### src/rtl/ram_loader_pkg.sv
// Shared types and helpers for the framed-stream RAM loader.
package apple1_loader_pkg;

    typedef enum logic [2:0] {
        IDLE,
        AHI,
        ALO,
        LHI,
        LLO,
        DATA,
        CSUM
    } loader_state_t;

    localparam logic [7:0] DEFAULT_SYNC_BYTE = 8'hA5;

    // Running checksum: XOR of every frame byte after SYNC.
    function automatic logic [7:0] csum_fold(input logic [7:0] acc, input logic [7:0] b);
        return acc ^ b;
    endfunction

endpackage

### src/rtl/ram_loader.sv
// Frame parser that writes a SYNC/ADDR/LEN/DATA/CSUM byte stream into RAM,
// holding busy for the whole frame and pulsing done or error at its end.
module ram_loader
    import apple1_loader_pkg::*;
#(
    parameter int unsigned ADDR_WIDTH  = 16,
    parameter logic [7:0]  SYNC_BYTE   = DEFAULT_SYNC_BYTE,
    parameter int unsigned TIMEOUT_CYC = 1000000
) (
    input  logic                  clk,
    input  logic                  rst_n,
    input  logic [7:0]            in_data,
    input  logic                  in_valid,
    output logic                  in_ready,
    output logic [ADDR_WIDTH-1:0] mem_addr,
    output logic [7:0]            mem_din,
    output logic                  mem_we,
    output logic                  busy,
    output logic                  done,
    output logic                  error
);

    localparam int unsigned    TW       = $clog2(TIMEOUT_CYC + 1);
    localparam logic [TW-1:0]  TMO_LAST = TW'(TIMEOUT_CYC - 1);

    loader_state_t         state;
    logic [7:0]            addr_hi;
    logic [7:0]            len_hi;
    logic [ADDR_WIDTH-1:0] cur_addr;
    logic [15:0]           remaining;
    logic [7:0]            csum;
    logic [TW-1:0]         tmo_cnt;
    logic                  accept;

    // No backpressure: every offered byte is taken.
    assign in_ready = 1'b1;
    assign accept   = in_valid;

    always_ff @(posedge clk or negedge rst_n) begin
        if (!rst_n) begin
            state     <= IDLE;
            addr_hi   <= '0;
            len_hi    <= '0;
            cur_addr  <= '0;
            remaining <= '0;
            csum      <= '0;
            tmo_cnt   <= '0;
            mem_addr  <= '0;
            mem_din   <= '0;
            mem_we    <= 1'b0;
            busy      <= 1'b0;
            done      <= 1'b0;
            error     <= 1'b0;
        end else begin
            mem_we <= 1'b0;
            done   <= 1'b0;
            error  <= 1'b0;
            if (accept) begin
                // An accepted byte always beats a coincident timeout.
                tmo_cnt <= '0;
                unique case (state)
                    IDLE: begin
                        if (in_data == SYNC_BYTE) begin
                            state <= AHI;
                            busy  <= 1'b1;
                            csum  <= '0;
                        end
                    end
                    AHI: begin
                        addr_hi <= in_data;
                        csum    <= csum_fold(csum, in_data);
                        state   <= ALO;
                    end
                    ALO: begin
                        cur_addr <= ADDR_WIDTH'({addr_hi, in_data});
                        csum     <= csum_fold(csum, in_data);
                        state    <= LHI;
                    end
                    LHI: begin
                        len_hi <= in_data;
                        csum   <= csum_fold(csum, in_data);
                        state  <= LLO;
                    end
                    LLO: begin
                        remaining <= {len_hi, in_data};
                        csum      <= csum_fold(csum, in_data);
                        state     <= ({len_hi, in_data} == 16'd0) ? CSUM : DATA;
                    end
                    DATA: begin
                        mem_we    <= 1'b1;
                        mem_addr  <= cur_addr;
                        mem_din   <= in_data;
                        cur_addr  <= cur_addr + ADDR_WIDTH'(1);
                        remaining <= remaining - 16'd1;
                        csum      <= csum_fold(csum, in_data);
                        if (remaining == 16'd1) state <= CSUM;
                    end
                    CSUM: begin
                        if (in_data == csum) done <= 1'b1;
                        else                 error <= 1'b1;
                        busy  <= 1'b0;
                        state <= IDLE;
                    end
                    default: state <= IDLE;
                endcase
            end else if (state != IDLE) begin
                if (tmo_cnt == TMO_LAST) begin
                    error   <= 1'b1;
                    busy    <= 1'b0;
                    state   <= IDLE;
                    tmo_cnt <= '0;
                end else begin
                    tmo_cnt <= tmo_cnt + TW'(1);
                end
            end
        end
    end

endmodule
### config.mk
export PLATFORM = sky130hd
export DESIGN_NAME = ram_loader
export DESIGN_NICKNAME = d
export VERILOG_FILES = /design/src/rtl/ram_loader_pkg.sv /design/src/rtl/ram_loader.sv
export SDC_FILE = /design/constraint.sdc
export NUM_CORES = 1
export LEC_CHECK = 0
export BUFFER_PORTS_ARGS = -buffer_cell sky130_fd_sc_hd__buf_2
export CORE_ASPECT_RATIO = 0.7
export CORE_MARGIN = 4
export CORE_UTILIZATION = 50
export CTS_CLUSTER_DIAMETER = 100
export DETAILED_ROUTE_END_ITERATION = 8
export GPL_ROUTABILITY_DRIVEN = 0
export PLACE_DENSITY_LB_ADDON = 0.3
export RECOVER_POWER = 25
export SYNTH_ARGS = -nofsm -noshare
export SYNTH_HDL_FRONTEND = slang
export SYNTH_SLANG_ARGS = --single-unit
### constraint.sdc
create_clock -name clk -period 5.2 [get_ports clk]
set_clock_uncertainty 0.05 [all_clocks]
set_input_delay 1.04 -clock clk [delete_from_list [all_inputs] [get_ports clk]]
set_output_delay 1.04 -clock clk [all_outputs]
set_load 0.005 [all_outputs]
==> flow_summary.json, run 1 <==
{
  "run_status": "finished, violations left",
  "violations": "max-capacitance violations, max-slew violations",
  "grt_max_degree": 70,
  "fin_crit_ns": 2.87,
  "synth-edff-count": 0,
  "r2r-end": "cur_addr[9]",
  "critPathCaptureType": "flip-flop",
  "cts.sink_count": 107,
  "final-hold-violation-count": 0,
  "htree_levels": 3,
  "synth-seq-cells": 107,
  "final_nets": 626,
  "clk_latency_ns": 0.35,
  "worst_slew_pin_slew_ns": 1.73,
  "core_area_um2": 10500,
  "cts_hold_buf": 0,
  "setup_viol": 0,
  "utilization_pct": 57.3,
  "ys_types": 57,
  "rr_worst_depth": 4,
  "slew_headroom_pct": -15.3,
  "drc": 0,
  "cts_buffers": 9,
  "dr.first_iter.drc_count": 637,
  "seq_area_frac_synth_pct": 48.8,
  "cts_tree": "done",
  "p_switching_mw": 1.10,
  "grt_setup_unrepaired": "false",
  "synth_cells": 593,
  "powerDensity_nw_per_um2": 497,
  "cp-start-kind": "flip-flop",
  "cpPeakStageDelay_ns": 0.90,
  "cap_violations": 1,
  "core.rowCount": 31,
  "highest_layer": "met4",
  "antenna_found_initial": 0,
  "dr.pass1.iters": 5,
  "grt_pass1_vias": 4380,
  "synthArstFlopShare_pct": 100,
  "yosysWarningCount": 0,
  "cts_setup_buffers": 0,
  "met2_length_um": 5750,
  "grt_overflow": 0,
  "clockBufferDepth": 2,
  "met1_length_um": 6620,
  "cp_slowest_cell": "dfrtp_1",
  "synth_fp_nets": 608,
  "dieArea_um2": 12700,
  "wl_per_cell_um": 17.5,
  "slew_viol_final": 70,
  "post-route-period-util_pct": 55.2,
  "port-buffer-count": 38,
  "hold_depth": 2,
  "syn_area_um2": 5480,
  "hold_path_class": "flip-flop to flip-flop",
  "dieHeight_um": 95.6,
  "ctsResizeCount": 0,
  "pwr-share-seq_pct": 47.7,
  "fin_tns_setup_ns": 0,
  "avgSynthCellArea_um2": 9.25,
  "fmax_ghz": 0.348,
  "drive_above_1_share_pct": 15.1,
  "dp_hpwl_um": 9170,
  "wl_met3_um": 852,
  "pwr-share-comb_pct": 28.5,
  "internal-power_mw": 1.89,
  "cp_cell_sequence": "nand2_2 -> a21oi_2 -> o21ai_0 -> a22o_1",
  "start_util_pct": 52.2,
  "cts-root-buf": "clkbuf_16",
  "vias": 4489,
  "clkPwrFrac_pct": 23.8,
  "min_to": "mem_din[7]",
  "grt.total_usage_pct": 22.3,
  "ios": 40,
  "vias_per_cell": 5.88,
  "grt_first_pass_wirelength_um": 22500,
  "rr_startpoint": "state[0]",
  "ys.flop_type": "dfrtp_1",
  "die_w_um": 133,
  "switching_share_pct": 36.9,
  "drt.antenna.violating_nets": 0,
  "clkTransAtPathRegs_ns": 0.08,
  "path_class": "flip-flop to flip-flop",
  "wirelength_um": 13400,
  "area_growth_pct": 9.77,
  "crit_required_ns": 5.39,
  "max-vdd-ir-drop_mv": 0.208,
  "antenna_cells": 0,
  "hold_start": "mem_din[7]",
  "critPathMaxFanout": 26,
  "worstPathArrival_ns": 3.06,
  "regToRegSetupSlack_ns": 2.33,
  "p_leak_nw": 2.76
}
[cells by family (layout without fill, tap and decap cells)]
kind of cell | count (synthesis) | in the layout | synth area share, %
and+or+nand+nor | 261 | 261 | 23.6
xor gates and xnor gates | 24 | 24 | 3.83
buffers and inverters | 46 | 69 | 3.95
DFF | 107 | 107 | 48.8
adders and majority gates | 4 | 4 | 0.913
other | 1 | 1 | 0.0684
muxes | 24 | 24 | 4.84
AOI/OAI and AO/OA | 126 | 126 | 13.9
[cells in the final DEF (no fill, tap or decap), types with 4 or more instances in the layout]
cell type / count
nand2_1: 108
dfrtp_1: 107
nor2_1: 49
o21ai_0: 41
buf_2: 37
a21oi_1: 32
nand3_1: 25
xor2_1: 19
mux2_2: 19
nor3_1: 18
o22ai_1: 14
inv_1: 11
nand2b_1: 11
nor4_1: 10
nand4_1: 9
clkbuf_16: 9
a2bb2oi_1: 8
a31oi_1: 7
xnor2_1: 5
a21o_1: 4
mux2i_1: 4
ha_1: 4
[layer usage]
metal  vias to the layer above  track usage (%)
met2                       128             31.8
met4                         0             6.16
met1                      2222             34.3
met5                         -                0
li1                       2126                -
met3                        13             4.85
[registers in the layout, summed over array words and instances, names as in the netlist, 3 cells and up]
register / cells
len_hi: 8
mem_din: 8
csum: 8
addr_hi: 8
mem_addr: 16
state: 3
tmo_cnt: 20
cur_addr: 16
remaining: 16
[worst max-delay path by stage]
stage / startpoint / end / slack (ns)
floorplan: in_data[6] / state[0] / 2.71
global placement: in_valid / mem_din[6] / 2.47
detailed placement: in_valid / cur_addr[13] / 2.43
CTS: state[0] / cur_addr[9] / 2.42
global route: state[0] / cur_addr[9] / 2.11
finish: state[0] / cur_addr[9] / 2.33
[per-stage QoR]
step | instances | power, mW | hold slack, ns | instance area (um^2) | worst slack, ns
detailed placement | 748 | 2.27 | 0.409 | 5710 | 2.43
finish | 764 | 2.99 | 0.421 | 6020 | 2.33
CTS | 764 | 3.00 | 0.428 | 6020 | 2.42
global placement | 748 | 2.23 | 0.406 | 5710 | 2.47
floorplan | 593 | 1.97 | 0.401 | 5480 | 2.71
global route | 764 | 3.18 | 0.454 | 6020 | 2.11
[Yosys cell counts, types with 13 or more instances]
cell | count | share of area, %
nand3_1 | 25 | 2.3
xor2_1 | 19 | 3.0
mux2_2 | 19 | 3.9
clkbuf_1 | 13 | 0.89
buf_2 | 14 | 1.3
a21oi_1 | 32 | 2.9
nand2_1 | 108 | 7.4
o22ai_1 | 14 | 1.6
nor3_1 | 18 | 1.6
nor2_1 | 49 | 3.4
o21ai_0 | 41 | 3.7
dfrtp_1 | 107 | 49
[worst max-delay path: cells and delay by family (launching register included)]
kind               cells  cell delay, ns
AOI/OAI and AO/OA      3            1.27
DFF                    1            0.90
and+or+nand+nor        1            0.52
[power by group through the flow]
stage	clock network [mW]	registers [mW]	logic, mW
finish	0.711	1.43	0.852
detailed placement	0	1.43	0.845
floorplan	0	1.33	0.646
global route	0.758	1.46	0.963
CTS	0.724	1.42	0.856
global placement	0	1.42	0.811
[layout make-up]
class / count / area, um^2
fill: 914 / 4490
tap: 148 / 185
clock inverter: 7 / 83.8
multi-input combinational: 440 / 2590
clock buffer: 9 / 225
inverter: 12 / 45.0
timing repair buffer: 41 / 213
sequential: 107 / 2680
Note: power is estimated with default switching activity, not from simulation.
==> inputs of run 2 (changes only) <==
- ABC_AREA: default -> 1
- clock period: 5.2 -> 2.38 ns (I/O delays scaled with it)
==> run 2 against run 1 <==
  * The run now ends clean
  * Design area grew 6.2%
  * Flip-flop and latch count stayed put
  * Fmax grew 39%
  * Non-clock buffer count grew 4
  * Total power up 130%
  * Utilization increased by 0.19 points
  * Setup slack worse by 2.0 ns
  * Sequential power increased by 120%
  * Critical path depth increased by 4
  * Final cell count is 26% higher
==> flow_summary.json, run 2 <==
{
  "fin_tns_setup_ns": 0,
  "area_growth_pct": 11.1,
  "syn_area_um2": 5760,
  "ys_types": 38,
  "nFillCells": 1053,
  "cp_cell_sequence": "inv_2 -> nor2_4 -> nand2_4 -> nor2_8 -> inv_4 -> nand2_2 -> o21ai_0 -> o22ai_1",
  "synth.most_common_cell": "nand2_1",
  "wirelength_um": 14100,
  "drt.antenna.violating_nets": 0,
  "p_switching_mw": 2.80,
  "internal-power_mw": 4.12,
  "synth.top_cell.area_share_pct": 46.5,
  "hold_depth": 3,
  "grt.total_usage_pct": 22.4,
  "whs_ns": 0.357,
  "slew_headroom_pct": 53.3,
  "path_class": "flip-flop to flip-flop",
  "start_util_pct": 51.7,
  "ys.flop_type": "dfrtp_1",
  "core.rowCount": 32,
  "wl_per_cell_um": 14.7,
  "cts-root-buf": "clkbuf_16",
  "antenna_cells": 0,
  "critPathMaxFanout": 30,
  "post-route-period-util_pct": 86.8,
  "grt_setup_unrepaired": "false",
  "netlist_top_cells_count": "211 x nand2_1, 107 x dfrtp_1, 89 x nor2_1, 82 x inv_1, 82 x o21ai_0",
  "dr.first_iter.drc_count": 647,
  "drc": 0,
  "regMostFlops": "tmo_cnt",
  "place_inst": 942,
  "synth_fp_nets": 783,
  "p_leak_nw": 3.10,
  "final_common_cell": "nand2_1",
  "final-hold-violation-count": 0,
  "clk_latency_ns": 0.37,
  "synth-seq-cells": 107,
  "setup_viol": 0,
  "worstPathArrival_ns": 2.30,
  "drive_above_1_share_pct": 9.93,
  "regToRegSetupSlack_ns": 0.32,
  "port-buffer-count": 38,
  "seq_area_frac_synth_pct": 46.5,
  "vias": 5213,
  "synthArstFlopShare_pct": 100,
  "cts_setup_buffers": 0,
  "clockBufferDepth": 2,
  "yosys.area.top_type": "dfrtp_1",
  "largest_reg_flops": 20,
  "run_status": "completed",
  "pwr-share-seq_pct": 44.6,
  "final_nets": 816,
  "dieHeight_um": 97.8,
  "yosys-top-cells-area": "dfrtp_1 47%, nand2_1 14%, o21ai_0 7.1%",
  "vias_per_cell": 5.44,
  "synth-edff-count": 0,
  "layout_common_cells": "211 x nand2_1, 107 x dfrtp_1, 89 x nor2_1, 82 x inv_1, 82 x o21ai_0",
  "die_w_um": 136,
  "core_area_um2": 11100,
  "critPathCaptureType": "flip-flop",
  "htree_levels": 3,
  "switching_share_pct": 40.5,
  "r2r-end": "cur_addr[10]",
  "powerDensity_nw_per_um2": 1080,
  "cp-start-kind": "flip-flop",
  "rr_startpoint": "state[0]",
  "hold_path_class": "input pin to flip-flop",
  "dr.pass1.iters": 6,
  "grt_overflow": 0,
  "dp_hpwl_um": 10400,
  "min_to": "done",
  "grt_pass1_vias": 4712,
  "worst_slew_pin_slew_ns": 0.701,
  "final_area_um2": 6390,
  "clkTransAtPathRegs_ns": 0.09,
  "multi_input_area_um2": 2610,
  "cts.sink_count": 107,
  "fin_crit_ns": 2.06,
  "crit_required_ns": 2.61,
  "hold_start": "in_valid",
  "pwr-share-comb_pct": 32.4,
  "grt_max_degree": 64,
  "clkPwrFrac_pct": 23.0,
  "cts_tree": "done",
  "ctsResizeCount": 0,
  "max-vdd-ir-drop_mv": 0.601,
  "antenna_found_initial": 0,
  "fin_cells": 959,
  "place_area_um2": 6070,
  "cap_violations": 0,
  "ios": 40,
  "regArea_um2": 2680,
  "rr_worst_depth": 8,
  "fmax_ghz": 0.484,
  "cts_buffers": 9,
  "cp_slowest_cell": "dfrtp_1",
  "dieArea_um2": 13300,
  "avgSynthCellArea_um2": 7.50,
  "yosysWarningCount": 0,
  "power_mw": 6.92,
  "grt_first_pass_wirelength_um": 23700,
  "cpPeakStageDelay_ns": 0.48,
  "synth_cells": 768,
  "slew_viol_final": 0
}
## run 2: changes by cell type after synthesis, moves of 11 or more
| cell | change |
|---|---|
| o21ai_0 | +41 |
| nand2_1 | +103 |
| nand3_1 | +21 |
| inv_1 | +71 |
| nand2b_1 | -11 |
| nor2_1 | +40 |
| mux2_2 | -19 |
## run 2: power groups by stage
stage / combinational [mW] / sequential (mW) / clock, mW
2_1_floorplan: 1.61 / 2.98 / 0
3_3_place_gp: 2.16 / 3.07 / 0
3_5_place_dp: 2.23 / 3.10 / 0
4_1_cts: 2.24 / 3.07 / 1.63
5_1_grt: 2.60 / 3.17 / 1.72
6_report: 2.24 / 3.08 / 1.59
## run 2: how the worst max path moves through the flow
stage                         to        from  slack [ns]
finish              cur_addr[10]    state[0]        0.32
global route        cur_addr[10]    state[0]        0.14
CTS                  cur_addr[9]    state[0]        0.35
detailed placement   cur_addr[9]    state[0]        0.34
global placement     cur_addr[9]    state[0]        0.43
floorplan            tmo_cnt[18]  tmo_cnt[0]        0.84
## run 2: kinds of logic (layout without fill, tap and decap cells)
family / count (synthesis) / after routing / synth area share, %
AND/OR/NAND/NOR: 392 / 392 / 29.0
AO/OA/AOI/OAI: 130 / 130 / 12.1
buffers and inverters: 113 / 151 / 8.19
flip-flops: 107 / 107 / 46.5
XOR/XNOR: 20 / 20 / 3.04
adder cells (fa/ha/maj): 4 / 4 / 0.869
other: 1 / 1 / 0.0651
multiplexers: 1 / 1 / 0.174
## run 2: layer usage
layer / vias to the layer above / share of wire, % / global-route usage (%) / wire length, um
met4: 0 / 1.6 / 7.36 / 233
li1: 2536 / - / - / -
met2: 214 / 40 / 29.6 / 5600
met3: 21 / 8.4 / 4.74 / 1180
met5: - / 0 / 0 / 0
met1: 2442 / 50 / 36.1 / 7120
## run 2: critical path: cells and delay by family (launching register included)
kind,cells,cell delay (ns)
AND/OR/NAND/NOR,4,0.92
AO/OA/AOI/OAI,2,0.38
flip-flops,1,0.48
buffers and inverters,2,0.15
## run 2: per-stage QoR
step | utilization, % | setup slack (ns)
final | 57.4 | 0.315
after global routing | 57.4 | 0.144
after CTS | 57.5 | 0.347
after detailed placement | 54.5 | 0.338
after global placement | 54.5 | 0.425
after floorplan | - | 0.843
## run 2: final cells by class
type / count / share of cell area, %
Clock buffer: 9 / 3.52
Clock inverter: 7 / 1.51
Inverter: 90 / 5.32
Multi-Input combinational cell: 548 / 40.8
Sequential cell: 107 / 41.9
Tap cell: 153 / 2.99
Timing Repair Buffer: 45 / 3.99
## run 2: what timing repair did
| item | 4_1_cts | 5_1_grt |
|---|---|---|
| hold endpoints to repair | 25 | 0 |
| endpoints found under the setup margin | 0 | 0 |
| hold buffers | 1 | 0 |
==> inputs of run 3 (changes only) <==
- CTS_BUF_LIST: default -> sky130_fd_sc_hd__clkbuf_8
- HOLD_SLACK_MARGIN: default -> 0.05
==> run 3 against run 2 <==
  * Setup slack worse by 0.055 ns
  * Die area unchanged
  * Global-route usage is 0.090 points lower
  * Combinational power is essentially flat
  * Hold slack worse by 0.033 ns
  * Critical endpoint is now cur_addr[9]
  * Utilization down 1.0 points
  * Count of clock-buffer cells in the layout unchanged
  * Wire length shrank 0.73%
  * Sequential power is essentially flat
  * Clock power down 23%
  * Total power decreased by 5.4%
==> flow_summary.json, run 3 (synthesis gave the netlist of run 2 again) <==
{
  "run_status": "completed",
  "cts_tree": "done",
  "worst_slew_pin_slew_ns": 1.03,
  "place_ws_ns": 0.338,
  "cts.sink_count": 107,
  "dp_hpwl_um": 10400,
  "dieHeight_um": 97.8,
  "cp-start-kind": "flip-flop",
  "worstPathArrival_ns": 2.37,
  "core.rowCount": 32,
  "dieArea_um2": 13300,
  "hold_path_class": "input pin to flip-flop",
  "core_area_um2": 11100,
  "cts_buffers": 9,
  "clk_latency_ns": 0.40,
  "largest_reg_flops": 20,
  "critPathCaptureType": "flip-flop",
  "post-route-period-util_pct": 89.1,
  "fin_tns_setup_ns": 0,
  "place_area_um2": 6070,
  "grt_max_degree": 64,
  "regMostFlops": "tmo_cnt",
  "powerDensity_nw_per_um2": 1040,
  "grt_overflow": 0,
  "area_growth_pct": 9.11,
  "final_area_um2": 6280,
  "vias_per_cell": 5.42,
  "drc": 0,
  "slew_headroom_pct": 31.5,
  "whs_ns": 0.324,
  "grt_pass1_vias": 4705,
  "setup_viol": 0,
  "path_class": "flip-flop to flip-flop",
  "cap_violations": 0,
  "nFillCells": 1065,
  "layout_common_cells": "211 x nand2_1, 107 x dfrtp_1, 89 x nor2_1, 82 x inv_1, 82 x o21ai_0",
  "cts-root-buf": "clkbuf_8",
  "ios": 40,
  "fmax_ghz": 0.472,
  "drive_above_1_share_pct": 9.80,
  "drt.antenna.violating_nets": 0,
  "htree_levels": 3,
  "clkTransAtPathRegs_ns": 0.12,
  "grt.total_usage_pct": 22.3,
  "antenna_found_initial": 0,
  "grt_first_pass_wirelength_um": 23700,
  "p_leak_nw": 3.04,
  "final-hold-violation-count": 0,
  "grt_setup_unrepaired": "false",
  "port-buffer-count": 38,
  "die_w_um": 136,
  "fin_crit_ns": 2.12,
  "max-vdd-ir-drop_mv": 0.588,
  "ctsResizeCount": 0,
  "start_util_pct": 51.7,
  "fin_ws_ns": 0.260,
  "crit_required_ns": 2.63,
  "wirelength_um": 14000,
  "wl_per_cell_um": 14.6,
  "final_common_cell": "nand2_1",
  "utilization_pct": 56.4,
  "dr.first_iter.drc_count": 567,
  "critPathMaxFanout": 30,
  "antenna_cells": 0,
  "clockBufferDepth": 2,
  "dr.pass1.iters": 6,
  "slew_viol_final": 0,
  "vias": 5198,
  "final_nets": 816
}
==> run 3: stage by stage <==
stage	total power, mW	std cells
5_1_grt	7.11	959
2_1_floorplan	4.58	768
4_1_cts	6.56	959
6_report	6.54	959
3_3_place_gp	5.23	942
3_5_place_dp	5.33	942
==> run 3: metal layers <==
metal  share of wire, %  global-route usage, %  routed length, um  up-vias
li1                   -                      -                  -     2531
met1                 51                   36.3               7090     2439
met2                 39                   29.4               5520      204
met3                8.5                   4.89               1190       24
met4                1.6                   6.43                226        0
met5                  0                      0                  0        -
==> run 3: worst max-delay path, cell delays in order, from the launching register on <==
cell and delay (ns):
dfrtp_1 0.49, inv_2 0.14, nor2_4 0.05, nand2_4 0.26, inv_2 0.28, o21ai_0 0.42
a21oi_1 0.07, o21ai_0 0.17, inv_1 0.07
==> run 3: power breakdown <==
| part | total, mW | internal [mW] | switching, mW | leakage (nW) |
|---|---|---|---|---|
| Sequential | 3.08 | 2.50 | 0.581 | 1.36 |
| Combinational | 2.24 | 0.833 | 1.41 | 1.57 |
| Clock | 1.22 | 0.445 | 0.776 | 0.110 |
==> run 3: final cells by class <==
class / count / area (um^2) / area share, %
tap: 153 / 191 / 3.05
sequential: 107 / 2680 / 42.6
clock inverter: 7 / 96.3 / 1.53
timing repair buffer: 45 / 244 / 3.88
multi-input combinational: 548 / 2610 / 41.5
inverter: 90 / 340 / 5.42
clock buffer: 9 / 124 / 1.97
==> run 3: timing repair <==
| action | CTS | global route |
|---|---|---|
| endpoints found under the hold margin | 25 | 0 |
| hold buffers | 1 | 0 |
| setup buffers | 0 | 0 |
==> run 3: path summary, 6_finish.rpt <==
| path | slack [ns] | startpoint | depth (start not counted) | endpoint |
|---|---|---|---|---|
| max | 0.26 | state[0] | 8 | cur_addr[9] |
| min | 0.32 | in_valid | 3 | done |
| max reg2reg | 0.26 | state[0] | 8 | cur_addr[9] |
| min reg2reg | 0.44 | remaining[15] | 2 | remaining[15] |
| max in group asynchronous | 0.55 | rst_n | 3 | tmo_cnt[4] |
| min in group asynchronous | 0.48 | rst_n | 2 | mem_addr[9] |
